File: src/rtl/demod_ctrl_pkg.sv
// -----------------------------------------------------------------------------
// demod_ctrl_pkg
//   Shared definitions for the demodulator run-time controller: default
//   parameter values and the pulse-counter update decode.
// -----------------------------------------------------------------------------
package demod_ctrl_pkg;

    localparam int DEF_PW_WIDTH  = 16;
    localparam int DEF_CNT_WIDTH = 16;
    localparam int DEF_RESET_PW  = 1;

    // What the pulse counter does in a given cycle.
    typedef enum logic [1:0] {
        CNT_HOLD      = 2'd0,
        CNT_INC       = 2'd1,
        CNT_LOAD_ONE  = 2'd2,
        CNT_LOAD_ZERO = 2'd3
    } cnt_op_e;

    // A clear coincident with a counted edge leaves that edge in the count,
    // so the counter restarts at one rather than zero.
    function automatic cnt_op_e decode_cnt_op(input logic clear,
                                              input logic rise,
                                              input logic at_max);
        if (clear)
            return rise ? CNT_LOAD_ONE : CNT_LOAD_ZERO;
        if (rise && !at_max)
            return CNT_INC;
        return CNT_HOLD;
    endfunction

endpackage

File: src/rtl/demod_ctrl_if.sv
// -----------------------------------------------------------------------------
// demod_ctrl_if
//   Bundles the controller's configuration handshake, demodulator drive and
//   status readback signals.
//   master : configuration source / demodulator / status reader side
//   slave  : demod_ctrl side
//   Signals:
//     cfg_valid, cfg_ready, cfg_pulse_width, cfg_enable  - config handshake
//     demod_out                                          - demodulator output
//     demod_pulse_width, demod_n_reset                   - demodulator drive
//     stat_req, stat_clear, stat_valid, stat_count       - pulse-count status
// -----------------------------------------------------------------------------
interface demod_ctrl_if
    import demod_ctrl_pkg::*;
#(
    parameter int PW_WIDTH  = DEF_PW_WIDTH,
    parameter int CNT_WIDTH = DEF_CNT_WIDTH
);

    logic                 cfg_valid;
    logic                 cfg_ready;
    logic [PW_WIDTH-1:0]  cfg_pulse_width;
    logic                 cfg_enable;

    logic                 demod_out;
    logic [PW_WIDTH-1:0]  demod_pulse_width;
    logic                 demod_n_reset;

    logic                 stat_req;
    logic                 stat_clear;
    logic                 stat_valid;
    logic [CNT_WIDTH-1:0] stat_count;

    modport master (
        output cfg_valid, cfg_pulse_width, cfg_enable,
        output demod_out, stat_req, stat_clear,
        input  cfg_ready, demod_pulse_width, demod_n_reset,
        input  stat_valid, stat_count
    );

    modport slave (
        input  cfg_valid, cfg_pulse_width, cfg_enable,
        input  demod_out, stat_req, stat_clear,
        output cfg_ready, demod_pulse_width, demod_n_reset,
        output stat_valid, stat_count
    );

endinterface

File: src/rtl/demod_ctrl_pulse_counter.sv
// -----------------------------------------------------------------------------
// demod_ctrl_pulse_counter
//   Counts rising edges of the demodulator output while the demodulator is
//   out of reset, saturating at all-ones, and returns snapshots on request.
//   Ports:
//     clk, reset       - clock, synchronous active-high reset
//     count_en_i       - demodulator out of reset (edges are counted)
//     demod_out_i      - demodulator output
//     stat_req_i       - one-cycle snapshot request
//     stat_clear_i     - counter clear
//     stat_valid_o     - one-cycle strobe, stat_count_o valid
//     stat_count_o     - snapshot of the count before the request cycle
// -----------------------------------------------------------------------------
module demod_ctrl_pulse_counter
    import demod_ctrl_pkg::*;
#(
    parameter int CNT_WIDTH = DEF_CNT_WIDTH
) (
    input  logic                 clk,
    input  logic                 reset,
    input  logic                 count_en_i,
    input  logic                 demod_out_i,
    input  logic                 stat_req_i,
    input  logic                 stat_clear_i,
    output logic                 stat_valid_o,
    output logic [CNT_WIDTH-1:0] stat_count_o
);

    logic                 prev_q;
    logic [CNT_WIDTH-1:0] cnt_q, cnt_d;
    logic [CNT_WIDTH-1:0] snap_q;
    logic                 valid_q;
    logic                 rise;
    cnt_op_e              op;

    // The edge detector keeps tracking while the demodulator is held in
    // reset, so a level already high at enable is not seen as a new edge.
    assign rise = demod_out_i && !prev_q && count_en_i;
    assign op   = decode_cnt_op(stat_clear_i, rise, &cnt_q);

    always_comb begin
        cnt_d = cnt_q;
        case (op)
            CNT_INC:       cnt_d = cnt_q + CNT_WIDTH'(1);
            CNT_LOAD_ONE:  cnt_d = CNT_WIDTH'(1);
            CNT_LOAD_ZERO: cnt_d = '0;
            default:       cnt_d = cnt_q;
        endcase
    end

    always_ff @(posedge clk) begin
        if (reset) begin
            prev_q  <= 1'b0;
            cnt_q   <= '0;
            snap_q  <= '0;
            valid_q <= 1'b0;
        end else begin
            prev_q  <= demod_out_i;
            cnt_q   <= cnt_d;
            valid_q <= stat_req_i;
            // Snapshot takes the pre-update value of this cycle.
            if (stat_req_i)
                snap_q <= cnt_q;
        end
    end

    assign stat_valid_o = valid_q;
    assign stat_count_o = snap_q;

endmodule

File: src/rtl/demod_ctrl.sv
// -----------------------------------------------------------------------------
// demod_ctrl
//   Run-time controller for the test-harness demodulator. Accepts pulse
//   width / enable words, drives the demodulator's width and active-low
//   reset, and only changes the width while the demodulator output is low so
//   no pulse is truncated or stretched. Disabling takes effect immediately.
//   Ports:
//     clk    - system clock
//     reset  - synchronous, active-high reset (priority over all inputs)
//     bus    - demod_ctrl_if.slave: config handshake, demodulator drive,
//              pulse-count status
// -----------------------------------------------------------------------------
module demod_ctrl
    import demod_ctrl_pkg::*;
#(
    parameter int PW_WIDTH  = DEF_PW_WIDTH,
    parameter int CNT_WIDTH = DEF_CNT_WIDTH,
    parameter int RESET_PW  = DEF_RESET_PW
) (
    input  logic          clk,
    input  logic          reset,
    demod_ctrl_if.slave   bus
);

    typedef enum logic [1:0] {
        ST_DISABLED = 2'd0,
        ST_RUN      = 2'd1,
        ST_PENDING  = 2'd2
    } state_e;

    state_e              state_q, state_d;
    logic [PW_WIDTH-1:0] pw_q, pw_d;
    logic [PW_WIDTH-1:0] sh_pw_q, sh_pw_d;
    logic                sh_en_q, sh_en_d;
    logic                n_reset_q, n_reset_d;
    logic                accept;
    logic [PW_WIDTH-1:0] cfg_pw_clamped;

    assign bus.cfg_ready = (state_q != ST_PENDING);
    assign accept        = bus.cfg_valid && bus.cfg_ready;

    // The demodulator counts to width-1; zero would wrap to all-ones.
    assign cfg_pw_clamped = (bus.cfg_pulse_width == '0) ? PW_WIDTH'(1)
                                                        : bus.cfg_pulse_width;

    // NOTE: every variable gets its default before the case so no path
    // leaves it unassigned and infers a latch.
    always_comb begin
        state_d = state_q;
        pw_d    = pw_q;
        sh_pw_d = accept ? cfg_pw_clamped : sh_pw_q;
        sh_en_d = accept ? bus.cfg_enable : sh_en_q;

        case (state_q)
            ST_DISABLED: begin
                // Demodulator is idle in reset: any width is safe to apply.
                if (accept) begin
                    pw_d    = cfg_pw_clamped;
                    state_d = bus.cfg_enable ? ST_RUN : ST_DISABLED;
                end
            end
            ST_RUN: begin
                if (accept) begin
                    if (!bus.cfg_enable) begin
                        // Disable aborts any pulse, so no need to wait.
                        pw_d    = cfg_pw_clamped;
                        state_d = ST_DISABLED;
                    end else begin
                        state_d = ST_PENDING;
                    end
                end
            end
            ST_PENDING: begin
                // Counting can only start the cycle after a low output.
                if (!bus.demod_out) begin
                    pw_d    = sh_pw_q;
                    state_d = sh_en_q ? ST_RUN : ST_DISABLED;
                end
            end
            default: state_d = ST_DISABLED;
        endcase
    end

    assign n_reset_d = (state_d != ST_DISABLED);

    // NOTE: sequential state uses non-blocking assignments so every register
    // samples the pre-edge values regardless of statement order.
    always_ff @(posedge clk) begin
        if (reset) begin
            state_q   <= ST_DISABLED;
            pw_q      <= PW_WIDTH'(RESET_PW);
            sh_pw_q   <= PW_WIDTH'(RESET_PW);
            sh_en_q   <= 1'b0;
            n_reset_q <= 1'b0;
        end else begin
            state_q   <= state_d;
            pw_q      <= pw_d;
            sh_pw_q   <= sh_pw_d;
            sh_en_q   <= sh_en_d;
            n_reset_q <= n_reset_d;
        end
    end

    assign bus.demod_pulse_width = pw_q;
    assign bus.demod_n_reset     = n_reset_q;

    demod_ctrl_pulse_counter #(
        .CNT_WIDTH (CNT_WIDTH)
    ) u_pulse_counter (
        .clk          (clk),
        .reset        (reset),
        .count_en_i   (n_reset_q),
        .demod_out_i  (bus.demod_out),
        .stat_req_i   (bus.stat_req),
        .stat_clear_i (bus.stat_clear),
        .stat_valid_o (bus.stat_valid),
        .stat_count_o (bus.stat_count)
    );

endmodule

File: src/flat_wrapper.sv
// flat-port wrapper written by rule: the top's interface ports become plain ports
module demod_ctrl_flat import demod_ctrl_pkg::*;
#(
    parameter int PW_WIDTH  = DEF_PW_WIDTH,
    parameter int CNT_WIDTH = DEF_CNT_WIDTH,
    parameter int RESET_PW  = DEF_RESET_PW
)
  (clk, reset, bus_cfg_valid, bus_cfg_pulse_width, bus_cfg_enable, bus_demod_out, bus_stat_req, bus_stat_clear, bus_cfg_ready, bus_demod_pulse_width, bus_demod_n_reset, bus_stat_valid, bus_stat_count);
  demod_ctrl_if #(.PW_WIDTH(PW_WIDTH), .CNT_WIDTH(CNT_WIDTH)) bus_i ();
  input  logic clk;
  input  logic reset;
  input wire logic [$bits(bus_i.cfg_valid)-1:0] bus_cfg_valid;
  input wire logic [$bits(bus_i.cfg_pulse_width)-1:0] bus_cfg_pulse_width;
  input wire logic [$bits(bus_i.cfg_enable)-1:0] bus_cfg_enable;
  input wire logic [$bits(bus_i.demod_out)-1:0] bus_demod_out;
  input wire logic [$bits(bus_i.stat_req)-1:0] bus_stat_req;
  input wire logic [$bits(bus_i.stat_clear)-1:0] bus_stat_clear;
  output wire logic [$bits(bus_i.cfg_ready)-1:0] bus_cfg_ready;
  output wire logic [$bits(bus_i.demod_pulse_width)-1:0] bus_demod_pulse_width;
  output wire logic [$bits(bus_i.demod_n_reset)-1:0] bus_demod_n_reset;
  output wire logic [$bits(bus_i.stat_valid)-1:0] bus_stat_valid;
  output wire logic [$bits(bus_i.stat_count)-1:0] bus_stat_count;
  assign bus_i.cfg_valid = bus_cfg_valid;
  assign bus_i.cfg_pulse_width = bus_cfg_pulse_width;
  assign bus_i.cfg_enable = bus_cfg_enable;
  assign bus_i.demod_out = bus_demod_out;
  assign bus_i.stat_req = bus_stat_req;
  assign bus_i.stat_clear = bus_stat_clear;
  assign bus_cfg_ready = bus_i.cfg_ready;
  assign bus_demod_pulse_width = bus_i.demod_pulse_width;
  assign bus_demod_n_reset = bus_i.demod_n_reset;
  assign bus_stat_valid = bus_i.stat_valid;
  assign bus_stat_count = bus_i.stat_count;
  demod_ctrl #(.PW_WIDTH(PW_WIDTH), .CNT_WIDTH(CNT_WIDTH), .RESET_PW(RESET_PW)) u_core (.clk(clk), .reset(reset), .bus(bus_i));
endmodule
File: config.mk
export PLATFORM = sky130hd
export DESIGN_NAME = demod_ctrl_flat
export DESIGN_NICKNAME = d
export VERILOG_FILES = /design/src/rtl/demod_ctrl_pkg.sv /design/src/rtl/demod_ctrl_if.sv /design/src/rtl/demod_ctrl_pulse_counter.sv /design/src/rtl/demod_ctrl.sv /design/src/flat_wrapper.sv
export SDC_FILE = /design/constraint.sdc
export NUM_CORES = 1
export LEC_CHECK = 0
export ABC_AREA = 1
export CAP_MARGIN = 10
export CORE_MARGIN = 2
export CORE_UTILIZATION = 40
export DETAILED_ROUTE_END_ITERATION = 12
export PLACE_DENSITY = 0.71
export SLEW_MARGIN = 5
export SYNTH_ARGS = -nofsm -noshare
export SYNTH_HDL_FRONTEND = slang
export SYNTH_SLANG_ARGS = --single-unit
File: constraint.sdc
create_clock -name clk -period 1.8 [get_ports clk]
set_input_delay 0.27 -clock clk [delete_from_list [all_inputs] [get_ports clk]]
set_output_delay 0.27 -clock clk [all_outputs]
set_load 0.03 [all_outputs]
==> flow_summary.json, run 1 <==
{
  "final.hold.worst_slack_ns": 0.479,
  "core_area_sq_um": 7290,
  "synthFlopType": "sky130_fd_sc_hd__dfxtp_1",
  "initial_antenna_violation_count": 0,
  "worst_setup_path_end_kind": "output pin",
  "worstPathCellList": "clkdlybuf4s50_1",
  "syn_area_per_cell_sq_um": 7.19,
  "worstSetupStartpointType": "register",
  "pwr_density_cell_nw_per_um2": 816,
  "floorplan.rows": 31,
  "grt_pass1_vias": 2898,
  "dieArea_sq_um": 8280,
  "wl_microns": 7870,
  "routed-via-count": 3059,
  "initial_utilization": 0.415,
  "synth_cells": 421,
  "clk_path_buf_depth": 2,
  "clock_pin_slew_on_the_worst_setup_and_hold_paths_ns": 0.07,
  "clock_tree.root_cell": "sky130_fd_sc_hd__clkbuf_8",
  "synthArstFlopShare": 0,
  "grt_util_all_layers": 0.191,
  "synthDistinctLibCells": 26,
  "drive_gt1_frac": 0.108,
  "family_of_cells_with_the_greatest_summed_delay_on_the_critical_path": "buffers and inverters",
  "tritoncts": "done",
  "layout.filler_cells": 714,
  "gp_congestion": 0.845,
  "slew_viol_final": 0,
  "first_pass_iters": 5,
  "post_cts.repair.setup_buffers": 0,
  "slowest_stage": "sky130_fd_sc_hd__clkdlybuf4s50_1",
  "yosys_register_bits": 70,
  "synth_area_leaders": "sky130_fd_sc_hd__dfxtp_1, sky130_fd_sc_hd__o21ai_0, sky130_fd_sc_hd__nand2_1, sky130_fd_sc_hd__a21oi_1, sky130_fd_sc_hd__nor2_1",
  "placed_cells_incl_taps": 584,
  "mappedNetlistNets": 445,
  "final_cell_count_no_fill": 601,
  "cts_sinks": 70,
  "m1_wire_length_microns": 3470,
  "p_leak_nw": 1.65,
  "first_pass_grt_wire_length_microns": 13000,
  "result_of_the_run": "finished, final reports clean",
  "final.setup.tns_ns": 0,
  "insertion_delay_ns": 0.34,
  "worst_setup_path_category": "register to output pin",
  "final_layout_net_count": 521,
  "die_width_microns": 91.0,
  "overflow": 0,
  "routed_via_density": 5.09,
  "drt_iter0_markers": 176,
  "postLayoutCellArea_sq_um": 4030,
  "worst_ep_arrival_time_ns": 1.39,
  "critPathRequiredTime_ns": 1.53,
  "io_buffers": 57,
  "synthToLayoutAreaGrowth_pct": 33.2,
  "final.min_clock_period_ns": 1.66,
  "setup_viol_count_final": 0,
  "met2_wirelength_microns": 3680,
  "max-vdd-ir-drop_v": 0.000565,
  "dp_hpwl_microns": 5570,
  "synth_top_area_cell": "sky130_fd_sc_hd__dfxtp_1",
  "num_antenna_cells": 0,
  "yosysWarnings": 0,
  "crit_path_max_fo": 2,
  "ioPinCount": 58,
  "timing.final.hold_violations": 0,
  "final_skew_ns": 0.00381,
  "rsz_0062_raised_after_global_routing": "false",
  "fmax_ghz": 0.602,
  "wire_length_on_met3_microns": 529,
  "finish.utilization": 0.553,
  "synth_enable_flop_cells": 0,
  "max_cap_violations": 0,
  "htreeDepth": 3,
  "fp.dieH_microns": 91.0,
  "number_of_drc_violations_after_detailed_routing": 0,
  "path_buf_inv": 1,
  "worst_slew_margin_rel": 0.744,
  "route.top_layer_used": "met4",
  "hold_buffers": 0,
  "tritoncts.num_buffers": 9,
  "seq_area_frac_synth": 0.463,
  "routed_wire_per_std_cell_microns": 13.1,
  "placed_area_sq_um": 3850,
  "synth.cell_area_sq_um": 3030,
  "timing_worst_slew_pin_value_ns": 0.383,
  "largest_net_degree_at_the_start_of_global_routing": 43,
  "type_of_the_worst_min_delay_path": "register to register",
  "share_of_the_synthesized_area_in_the_top_cell_type": 0.463,
  "crit_path_max_incr_delay_ns": 0.68,
  "period_share": 0.923,
  "drt.antenna.violating_nets": 0
}
==> per-stage QoR <==
step           setup WS [ns]  total power, W
4_1_cts                0.102         0.00331
2_1_floorplan          0.236         0.00198
3_3_place_gp          0.0838         0.00220
6_report               0.139         0.00329
3_5_place_dp          0.0614         0.00220
5_1_grt               0.0225         0.00342
==> path summary, 6_finish.rpt <==
| path | from | to | slack (ns) | cells past startpoint |
|---|---|---|---|---|
| worst max-delay path | u_core.bus.demod_pulse_width[0] | bus_demod_pulse_width[0] | 0.14 | 1 |
| worst min-delay path | u_core.sh_pw_q[11] | u_core.sh_pw_q[11] | 0.48 | 2 |
| worst max register to register | u_core.u_pulse_counter.cnt_q[12] | u_core.u_pulse_counter.cnt_q[14] | 0.17 | 9 |
| worst min register to register | u_core.sh_pw_q[11] | u_core.sh_pw_q[11] | 0.48 | 2 |
==> cell usage in the layout (no fill, tap or decap) <==
cell type and count:
sky130_fd_sc_hd__a21oi_1 54, sky130_fd_sc_hd__nor2_2 3, sky130_fd_sc_hd__clkinvlp_4 1, sky130_fd_sc_hd__nand3_1 18
sky130_fd_sc_hd__buf_4 24, sky130_fd_sc_hd__dlygate4sd2_1 1, sky130_fd_sc_hd__nor4_1 2, sky130_fd_sc_hd__inv_1 35
sky130_fd_sc_hd__inv_2 2, sky130_fd_sc_hd__nor2_1 58, sky130_fd_sc_hd__a21oi_2 4, sky130_fd_sc_hd__clkbuf_1 2
sky130_fd_sc_hd__dfxtp_1 70, sky130_fd_sc_hd__ha_1 1, sky130_fd_sc_hd__nor2_4 3, sky130_fd_sc_hd__clkdlybuf4s50_1 56
sky130_fd_sc_hd__o21ai_0 55, sky130_fd_sc_hd__nand2_1 73, sky130_fd_sc_hd__nand2_2 2, sky130_fd_sc_hd__a21o_1 1
sky130_fd_sc_hd__nand4_1 13, sky130_fd_sc_hd__clkinv_2 3, sky130_fd_sc_hd__nor3_1 1, sky130_fd_sc_hd__buf_12 2
sky130_fd_sc_hd__clkbuf_8 10, sky130_fd_sc_hd__xor2_1 4, sky130_fd_sc_hd__o41ai_1 1, sky130_fd_sc_hd__o311ai_0 1
sky130_fd_sc_hd__o21ai_1 2
==> metal layers <==
metal	vias to the layer above	track usage
met3	19	0.0315
met5	-	0
met1	1362	0.249
met2	127	0.307
li1	1551	-
met4	0	0.0934
==> registers in the layout, summed over array words and instances, names as in the netlist <==
name and cells:
u_core.u_pulse_counter.cnt_q 16, u_core.sh_pw_q 16, u_core.bus.demod_n_reset 1, u_core.u_pulse_counter.stat_valid_o 1, u_core.sh_en_q 1, u_core.u_pulse_counter.prev_q 1, u_core.u_pulse_counter.stat_count_o 16, u_core.state_q 2
u_core.bus.demod_pulse_width 16
==> logic make-up (layout without fill, tap and decap cells) <==
kind of cell | after synthesis | after routing | share of synthesized area
DFF | 70 | 70 | 0.463
and+or+nand+nor | 172 | 173 | 0.243
buffers and inverters | 56 | 136 | 0.0749
AOI/OAI and AO/OA | 118 | 118 | 0.203
xor gates and xnor gates | 4 | 4 | 0.0116
adders and majority gates | 1 | 1 | 0.00413
==> synth_stat cells, types with 2 or more instances <==
library cell / number
sky130_fd_sc_hd__nand2_1: 73
sky130_fd_sc_hd__dfxtp_1: 70
sky130_fd_sc_hd__nor2_1: 58
sky130_fd_sc_hd__o21ai_0: 55
sky130_fd_sc_hd__a21oi_1: 54
sky130_fd_sc_hd__inv_1: 35
sky130_fd_sc_hd__nand3_1: 18
sky130_fd_sc_hd__clkbuf_1: 13
sky130_fd_sc_hd__nand4_1: 13
sky130_fd_sc_hd__a21oi_2: 4
sky130_fd_sc_hd__xor2_1: 4
sky130_fd_sc_hd__buf_2: 3
sky130_fd_sc_hd__nor2_2: 3
sky130_fd_sc_hd__inv_2: 2
sky130_fd_sc_hd__nand2_2: 2
sky130_fd_sc_hd__nor2_4: 2
sky130_fd_sc_hd__nor4_1: 2
sky130_fd_sc_hd__o21ai_1: 2
==> repair_timing <==
item | in CTS | in global routing
endpoints found under the setup margin | 1 | 11
cloned | 0 | 1
pin swaps | 0 | 1
gates resized for setup | 1 | 1
==> cell type report <==
cell class / count / area [sq um] / share of cell area
Clock buffer: 12 / 145 / 0.0360
Inverter: 37 / 139 / 0.0345
Clock inverter: 4 / 22.5 / 0.00559
Timing Repair Buffer: 83 / 790 / 0.196
Sequential cell: 70 / 1400 / 0.348
Multi-Input combinational cell: 296 / 1410 / 0.350
Tap cell: 99 / 124 / 0.0307
==> where the power goes <==
| part | internal, W | switching, W | leakage (nW) |
|---|---|---|---|
| clock network | 0.000532 | 0.000583 | 0.0861 |
| logic | 0.000207 | 0.000294 | 0.988 |
| registers | 0.00163 | 0.0000413 | 0.576 |
| total | 0.00237 | 0.000918 | 1.65 |
(Power assumes the default switching activity.)
==> run 2, diff against run 1 <==
--- a/config.mk
+++ b/config.mk
@@ -7,7 +7,7 @@
 export LEC_CHECK = 0
 export ABC_AREA = 1
 export CAP_MARGIN = 10
-export CORE_MARGIN = 2
+export CORE_MARGIN = 1.5
 export CORE_UTILIZATION = 40
 export DETAILED_ROUTE_END_ITERATION = 12
 export PLACE_DENSITY = 0.71
==> run 2 against run 1 <==
Net effect: worst setup slack worse by 0.018 ns; maximum frequency is 1.1% lower; total power is 6.8% higher; wire length is 0.19% higher; largest cell class is now flip-flops and latches; clock skew is 0.0049 ns higher; critical path type is now register to register; combinational power is 1% higher; sequential share of layout area is 0.50 points lower; die area is 2.2% lower; register-to-register slack worse by 0.05 ns; via count is 0.42% higher.
==> flow_summary.json, run 2 (synthesized netlist as in run 1, its figures left out) <==
{
  "hold_depth": 2,
  "setup_viol_count_final": 0,
  "hold_buffers": 0,
  "drt.antenna.violating_nets": 0,
  "gp_congestion": 0.868,
  "worstSetupEndpoint": "u_core.u_pulse_counter.cnt_q[12]",
  "type_of_the_worst_min_delay_path": "register to register",
  "final.setup.tns_ns": 0,
  "reg2regPathDepth": 11,
  "io_buffers": 57,
  "clock_tree.root_cell": "sky130_fd_sc_hd__clkbuf_8",
  "period_share": 0.933,
  "worstSetupStartpointType": "register",
  "routed_wire_per_std_cell_microns": 13.1,
  "layout.filler_cells": 711,
  "clock_pin_slew_on_the_worst_setup_and_hold_paths_ns": 0.08,
  "core_area_sq_um": 7290,
  "final_skew_ns": 0.00875,
  "p_leak_nw": 1.68,
  "largest_net_degree_at_the_start_of_global_routing": 32,
  "grt_util_all_layers": 0.201,
  "worst_slew_margin_rel": 0.780,
  "overflow": 0,
  "result_of_the_run": "finished, final reports clean",
  "num_antenna_cells": 0,
  "tritoncts.num_buffers": 9,
  "max-vdd-ir-drop_v": 0.000376,
  "max_cap_violations": 0,
  "path_buf_inv": 3,
  "family_of_cells_with_the_greatest_summed_delay_on_the_critical_path": "simple AND/OR/NAND/NOR gates",
  "crit_path_max_incr_delay_ns": 0.34,
  "rsz_0062_raised_after_global_routing": "false",
  "final_cell_count_no_fill": 603,
  "routed_via_density": 5.09,
  "synthToLayoutAreaGrowth_pct": 35.4,
  "clk_path_buf_depth": 2,
  "timing_worst_slew_pin_value_ns": 0.326,
  "pwr_density_cell_nw_per_um2": 857,
  "critPathLaunch": "u_core.u_pulse_counter.cnt_q[0]",
  "initial_utilization": 0.415,
  "drive_gt1_frac": 0.119,
  "fp.dieH_microns": 90.0,
  "timing.rr.start": "u_core.u_pulse_counter.cnt_q[0]",
  "critical_path.reg2reg.endpoint": "u_core.u_pulse_counter.cnt_q[12]",
  "critPathRequiredTime_ns": 2.09,
  "initial_antenna_violation_count": 0,
  "r2r_setup_slack_ns": 0.12,
  "wl_microns": 7890,
  "dieArea_sq_um": 8090,
  "fmax_ghz": 0.596,
  "slew_viol_final": 0,
  "floorplan.rows": 31,
  "placed_area_sq_um": 3870,
  "first_pass_iters": 4,
  "routed-via-count": 3072,
  "grt_pass1_vias": 3016,
  "drt_iter0_markers": 191,
  "timing.final.hold_violations": 0,
  "placed_cells_incl_taps": 586,
  "path_depth": 11,
  "worst_setup_path_category": "register to register",
  "crit_path_max_fo": 12,
  "htreeDepth": 3,
  "insertion_delay_ns": 0.36,
  "die_width_microns": 90.0,
  "worst_setup_path_end_kind": "register",
  "postLayoutCellArea_sq_um": 4100,
  "dp_hpwl_microns": 5570,
  "final.min_clock_period_ns": 1.68,
  "cts_sinks": 70,
  "tritoncts": "done",
  "most_frequent_cells_in_the_layout": "sky130_fd_sc_hd__nand2_1, sky130_fd_sc_hd__dfxtp_1, sky130_fd_sc_hd__nor2_1",
  "layout_commonest_cell": "sky130_fd_sc_hd__nand2_1",
  "ioPinCount": 58,
  "first_pass_grt_wire_length_microns": 13300,
  "crit_path_frequent_cell": "sky130_fd_sc_hd__nor2_2",
  "final_layout_net_count": 523,
  "worstPathCellList": "ha_1 -> inv_1 -> nor2_2 -> nand2_2 -> nor2_2 -> nor2_1 -> buf_4 -> nor2_4 -> buf_12 -> nand2_1 -> a21oi_2",
  "worst_ep_arrival_time_ns": 1.97,
  "slowest_stage": "sky130_fd_sc_hd__dfxtp_2",
  "number_of_drc_violations_after_detailed_routing": 0
}
-- run 2: cell count changes in the layout (fill, tap and decap cells not counted), sizes merged --
cell,previous run,this run
buf,26,29
bufinv,0,1
clkbuf,12,10
clkinv,3,1
clkinvlp,1,3
inv,37,38
nor2,64,63
-- run 2: where the power goes --
| part | total, W | leakage [nW] | internal [W] | switching [W] |
|---|---|---|---|---|
| combinational | 0.000509 | 1.00 | 0.000214 | 0.000295 |
| clock | 0.00133 | 0.0951 | 0.000684 | 0.000649 |
| sequential | 0.00167 | 0.577 | 0.00163 | 0.0000404 |
| total | 0.00351 | 1.68 | 0.00253 | 0.000985 |
-- run 2: what timing repair did --
action / CTS / global route
pin swaps: 0 / 1
buffers inserted: 0 / 1
setup endpoints to repair: 1 / 12
gates resized for setup: 1 / 2
-- run 2: cell type report --
type                       instances  area (sq um)  area share
clock buffer                      10           138      0.0336
inverter                          37           139      0.0339
tap                               99           124      0.0302
sequential                        70          1400       0.343
multi-input combinational        295          1400       0.341
clock inverter                     6          70.1      0.0171
timing repair buffer              86           825       0.201
-- run 2: metal layers --
| metal | global-route usage | vias to the layer above | wire length (microns) |
|---|---|---|---|
| li1 | - | 1550 | - |
| met1 | 0.245 | 1415 | 3630 |
| met2 | 0.347 | 98 | 3740 |
| met3 | 0.0550 | 9 | 425 |
| met4 | 0.0608 | 0 | 90 |
| met5 | 0 | - | 0 |
-- run 2: worst min-delay path by stage --
stage / startpoint / endpoint / slack (ns)
5_1_grt: u_core.sh_pw_q[11] / u_core.sh_pw_q[11] / 0.48
2_1_floorplan: bus_demod_out / u_core.u_pulse_counter.prev_q / 0.40
3_3_place_gp: u_core.sh_pw_q[11] / u_core.sh_pw_q[11] / 0.44
6_report: u_core.sh_pw_q[11] / u_core.sh_pw_q[11] / 0.46
4_1_cts: u_core.sh_pw_q[11] / u_core.sh_pw_q[11] / 0.46
3_5_place_dp: u_core.sh_pw_q[11] / u_core.sh_pw_q[11] / 0.44
-- run 2: tightest hold or removal path, cell delays in order (launching register included) --
cell                      delay (ns)
sky130_fd_sc_hd__dfxtp_1        0.30
sky130_fd_sc_hd__inv_1          0.06
sky130_fd_sc_hd__a21oi_1        0.06
-- run 2: through the flow --
step | setup WS (ns) | utilization | total power [W] | hold slack (ns)
after global placement | 0.118 | 0.530 | 0.00220 | 0.437
after CTS | 0.0584 | 0.559 | 0.00352 | 0.457
after detailed placement | 0.0906 | 0.530 | 0.00221 | 0.445
after global routing | 0.0153 | 0.562 | 0.00364 | 0.481
after floorplan | 0.236 | - | 0.00198 | 0.395
final | 0.121 | 0.562 | 0.00351 | 0.457
